### config.mk
export PLATFORM = sky130hd
export DESIGN_NAME = memory_cycle
export DESIGN_NICKNAME = d
export VERILOG_FILES = /design/src/rtl/memory_cycle.sv
export SDC_FILE = /design/constraint.sdc
export NUM_CORES = 1
export LEC_CHECK = 0
export BUFFER_PORTS_ARGS = -buffer_cell sky130_fd_sc_hd__buf_2
export CORE_ASPECT_RATIO = 0.5
export CORE_MARGIN = 2
export CORE_UTILIZATION = 31
export CTS_CLUSTER_DIAMETER = 30
export DETAILED_ROUTE_END_ITERATION = 8
export GPL_ROUTABILITY_DRIVEN = 0
export PLACE_DENSITY = 0.55
export SLEW_MARGIN = 20
export SYNTH_ARGS = -nofsm -noshare
export SYNTH_HDL_FRONTEND = slang
export SYNTH_SLANG_ARGS = --single-unit
### constraint.sdc
create_clock -name clk -period 1.95 [get_ports clk]
set_input_delay 0.2925 -clock clk [delete_from_list [all_inputs] [get_ports clk]]
set_output_delay 0.2925 -clock clk [all_outputs]
set_load 0.05 [all_outputs]
### src/rtl/memory_cycle.sv
`default_nettype none
// ============================================================================
// memory_cycle : RISC-V memory stage, one outstanding req/ack access, M->W reg
// Optional MISALIGN_TRAP_EN : misaligned memory ops retire without access and
//                             raise the sticky mem_fault flag.
// Revision     : 1.0
// ============================================================================
module memory_cycle #(
  parameter int XLEN  = 32,
  parameter int CNT_W = 16
) (
  input  logic             clk,
  input  logic             rst,
  input  logic             Valid_M,
  input  logic             RegWrite_M,
  input  logic             ResultSrc_M,
  input  logic             MemWrite_M,
  input  logic [XLEN-1:0]  AluResult_M,
  input  logic [XLEN-1:0]  WriteData_M,
  input  logic [4:0]       RD_M,
  output logic             Stall_M,
  output logic             dmem_req,
  output logic             dmem_we,
  output logic [XLEN-1:0]  dmem_addr,
  output logic [XLEN-1:0]  dmem_wdata,
  input  logic             dmem_ack,
  input  logic [XLEN-1:0]  dmem_rdata,
  output logic             Valid_W,
  output logic             RegWrite_W,
  output logic             ResultSrc_W,
  output logic [XLEN-1:0]  AluResult_W,
  output logic [XLEN-1:0]  ReadData_W,
  output logic [4:0]       RD_W,
  output logic [CNT_W-1:0] stall_cycles,
  output logic             mem_fault
);

  typedef enum logic [0:0] {
    S_IDLE = 1'b0,
    S_BUSY = 1'b1
  } state_t;

  state_t r_state;
  state_t w_state_nxt;
  logic   w_mem_op;
  logic   w_trap;
  logic   w_issue;
  logic   w_done;

  // A store wins when both load and store selects are set.
  assign w_mem_op = Valid_M & (ResultSrc_M | MemWrite_M);

`ifdef MISALIGN_TRAP_EN
  logic r_fault;

  assign w_trap    = (r_state == S_IDLE) & w_mem_op & (AluResult_M[1:0] != 2'b00);
  assign mem_fault = r_fault;

  always_ff @(posedge clk) begin
    if (rst) begin
      r_fault <= 1'b0;
    end else if (w_trap) begin
      r_fault <= 1'b1;
    end
  end
`else
  assign w_trap    = 1'b0;
  assign mem_fault = 1'b0;
`endif

  always_comb begin
    w_state_nxt = r_state;
    w_issue     = 1'b0;
    w_done      = 1'b0;
    Stall_M     = 1'b0;
    case (r_state)
      S_IDLE: begin
        if (w_mem_op && !w_trap) begin
          w_issue     = 1'b1;
          Stall_M     = 1'b1;
          w_state_nxt = S_BUSY;
        end
      end
      S_BUSY: begin
        if (dmem_ack) begin
          w_done      = 1'b1;
          w_state_nxt = S_IDLE;
        end else begin
          Stall_M = 1'b1;
        end
      end
      default: w_state_nxt = S_IDLE;
    endcase
  end

  always_ff @(posedge clk) begin
    if (rst) begin
      r_state <= S_IDLE;
    end else begin
      r_state <= w_state_nxt;
    end
  end

  // Request fields are only written on issue, so they stay stable while busy.
  always_ff @(posedge clk) begin
    if (rst) begin
      dmem_req   <= 1'b0;
      dmem_we    <= 1'b0;
      dmem_addr  <= '0;
      dmem_wdata <= '0;
    end else if (w_issue) begin
      dmem_req   <= 1'b1;
      dmem_we    <= MemWrite_M;
      dmem_addr  <= AluResult_M;
      dmem_wdata <= WriteData_M;
    end else if (w_done) begin
      dmem_req   <= 1'b0;
    end
  end

  always_ff @(posedge clk) begin
    if (rst) begin
      ReadData_W <= '0;
    end else if (w_done && !dmem_we) begin
      ReadData_W <= dmem_rdata;
    end
  end

  always_ff @(posedge clk) begin
    if (rst) begin
      Valid_W     <= 1'b0;
      RegWrite_W  <= 1'b0;
      ResultSrc_W <= 1'b0;
      AluResult_W <= '0;
      RD_W        <= '0;
    end else if (!Stall_M) begin
      Valid_W     <= Valid_M;
      RegWrite_W  <= RegWrite_M & Valid_M & ~w_trap;
      ResultSrc_W <= ResultSrc_M;
      AluResult_W <= AluResult_M;
      RD_W        <= RD_M;
    end else begin
      Valid_W     <= 1'b0;
      RegWrite_W  <= 1'b0;
    end
  end

  always_ff @(posedge clk) begin
    if (rst) begin
      stall_cycles <= '0;
    end else if (Stall_M && (stall_cycles != {CNT_W{1'b1}})) begin
      stall_cycles <= stall_cycles + CNT_W'(1);
    end
  end

endmodule
`default_nettype wire

==> results.cfg <==
[outcome]
status = finished, violations left
violations = design-rule violations

[clock_tree]
clk_pin_slew_ns = 0.06
cts_hold_buf = 0
htreeDepth = 4
cts-root-buf = clkbuf_16
cts_sinks = 155
cts_tree = yes
clkLatencyLatePin_ns = 0.42
cts_buffers = 17
cts_buffer_depth = 2

[die]
core-area_mm2 = 0.0176
die-width_um = 194
boundaryPins = 264
rows = 34
die_area_mm2 = 0.0193
die_y_um = 99.2
start_util = 0.320

[route]
drc_errors = 13
wl_met3_um = 987
wl_met2_um = 8250
vias = 5599
drt_iter0_drc = 283
wl_per_cell_um = 14.3
ant_nets = 0
via_per_inst = 4.63
top_layer = met4
routed_wl_um = 17300
drt_first_pass_iters = 7
wl_met1_um = 7690

[power]
combinationalPowerShare = 0.162
ir_worst_vdd_mv = 0.669
p_sw_frac = 0.286
seqPwrFrac = 0.406
p_int_mw = 6.01
switchingPower_mw = 2.41
clkPwrFrac = 0.432
p_leak_nw = 3.63
power_density_mw_per_mm2 = 1060

[place]
port_buffers = 262
hpwl_um = 12100
place_area_mm2 = 0.00724

[logic_synthesis]
synth.top_cell.area_share = 0.552
syn-cell-area_mm2 = 0.00562
synth_compound_area_frac = 0.143
ys_seq_area_frac = 0.552
ys.flop_type = dfxtp_1
netlist_instances = 707
synth_cell_types = 39
synth-edff-count = 0
synthTopCellsByArea = dfxtp_1, nand2_1, a21oi_1
yosys.area_share.xor_xnor = 0
synth_top_family_by_area = simple AND/OR/NAND/NOR gates
synth_nets = 816
syn-mean-instance-area_um2 = 7.95
async_flop_share = 0
synthAdderAreaFrac = 0.00223
yosys_warnings = 0
synth-seq-cells = 155
synth_mux_area_frac = 0.0167
yosys.area.top_type = dfxtp_1
synthSimpleGateAreaFrac = 0.247

[layout]
seqCellArea_mm2 = 0.00311
multiInputGateArea_mm2 = 0.00234
drive_gt1_frac = 0.340
area_growth_syn_to_layout_pct = 40.8
layout_common_cells = nand2_1, buf_2, dfxtp_1, a21oi_1, buf_4
fin_nets = 1069
post-route-util = 0.450
fin_area_mm2 = 0.00791
n_fill_cell = 1811
final_common_cell = nand2_1

[sta]
tightest_slew_ns = 0.623
post-route-period-util = 0.948
period_needed_ns = 1.85
max_freq_ghz = 0.541
rsz0062_at_grt = false
fin_setup_tns_ns = 0
setup_viol = 0
skew_ns = 0.00998
maxSlewHeadroom = 0.585
slew_viol_final = 0
hold_viol = 0

[global_routing]
grt_max_degree = 52
antenna_found_initial = 2
grt_pass1_wl_um = 27000
globalRouteOverflowTotal = 0
grt_usage = 0.176
grt_pass1_vias = 5158

[critical_path]
startpoint_type = register
critPathRequiredTime_ns = 1.66
critPathCaptureType = primary output
cp.arrival_ns = 1.56
critPathMaxFanout = 15
worst-setup-path-type = reg2out

[run]
drv_cap = 0

[hold_path]
hp-class = in2reg
[critical path: stages (launching register included)]
cell      delay, ns
dfxtp_1        0.32
inv_2          0.08
mux2_4         0.40
clkinv_2       0.13
buf_4          0.22
[final timing paths]
| check | from | end | slack, ns | cells after the start |
|---|---|---|---|---|
| worst max-delay path | r_state | Stall_M | 0.10 | 4 |
| worst min register to register | ReadData_W[23] | ReadData_W[23] | 0.45 | 2 |
| worst max register to register | stall_cycles[2] | stall_cycles[11] | 0.12 | 4 |
| worst min-delay path | RegWrite_M | RegWrite_W | 0.08 | 2 |
[per-layer routing]
| layer | track usage | up-vias |
|---|---|---|
| li1 | - | 2835 |
| met1 | 0.218 | 2590 |
| met2 | 0.292 | 151 |
| met3 | 0.0532 | 23 |
| met4 | 0.0692 | 0 |
| met5 | 0 | - |
[final cells by class]
type,count,share of cell area
timing repair buffer,282,0.190
inverter,3,0.00158
antenna,2,0.000633
tap,234,0.0370
clock inverter,11,0.0242
clock buffer,20,0.0577
multi-input combinational,501,0.296
sequential,155,0.393
[through the flow]
step,hold WS [ns],setup slack [ns],std cells,power (mW)
floorplan,0.414,0.0178,707,4.42
global placement,0.438,-0.00279,1174,4.85
detailed placement,0.443,-0.0375,1174,4.86
CTS,0.0608,0.0751,1206,8.52
global route,0.0721,0.00235,1208,8.78
finish,0.0808,0.101,1208,8.42
[synth_stat cells (all sizes together), types with 2 or more instances]
library cell  instances
and2                  2
inv                   2
nor2                 13
a21oi               143
and3                  4
or3                   2
o21ai                 4
nor3                  2
nor4b                 2
or4                   5
o31ai                 5
nand3                 7
nor2b                 8
dfxtp               155
mux2                  8
clkbuf               33
buf                  16
nor4                  7
nand4                 6
nand2               273
[cell families (layout without fill, tap and decap cells)]
group	Yosys count	count (layout)
multiplexers	8	9
AO/OA/AOI/OAI	156	156
adder cells (fa/ha/maj)	1	1
buffers and inverters	52	316
flip-flops	155	155
AND/OR/NAND/NOR	334	334
other	1	3
[what timing repair did]
item / CTS / global route
buffers inserted: 0 / 0
pin swaps: 0 / 0
resized for setup: 2 / 1
gates cloned: 1 / 0
setup endpoints to repair: 1 / 1
[power groups by stage]
stage / clock [mW] / sequential, mW / combinational (mW)
after floorplan: 0 / 4.05 / 0.369
after global placement: 0 / 3.48 / 1.36
after detailed placement: 0 / 3.49 / 1.37
after CTS: 3.72 / 3.42 / 1.38
after global routing: 3.87 / 3.44 / 1.47
final: 3.63 / 3.42 / 1.37
[registers in the layout, summed over array words and instances, names as in the netlist]
| signal | flops |
|---|---|
| stall_cycles | 16 |
| RegWrite_W | 1 |
| RD_W | 5 |
| dmem_req | 1 |
| ReadData_W | 32 |
| Valid_W | 1 |
| AluResult_W | 32 |
| ResultSrc_W | 1 |
| dmem_addr | 32 |
| dmem_we | 1 |
| dmem_wdata | 32 |
| r_state | 1 |
No activity file was read; power rests on OpenSTA's default activity.
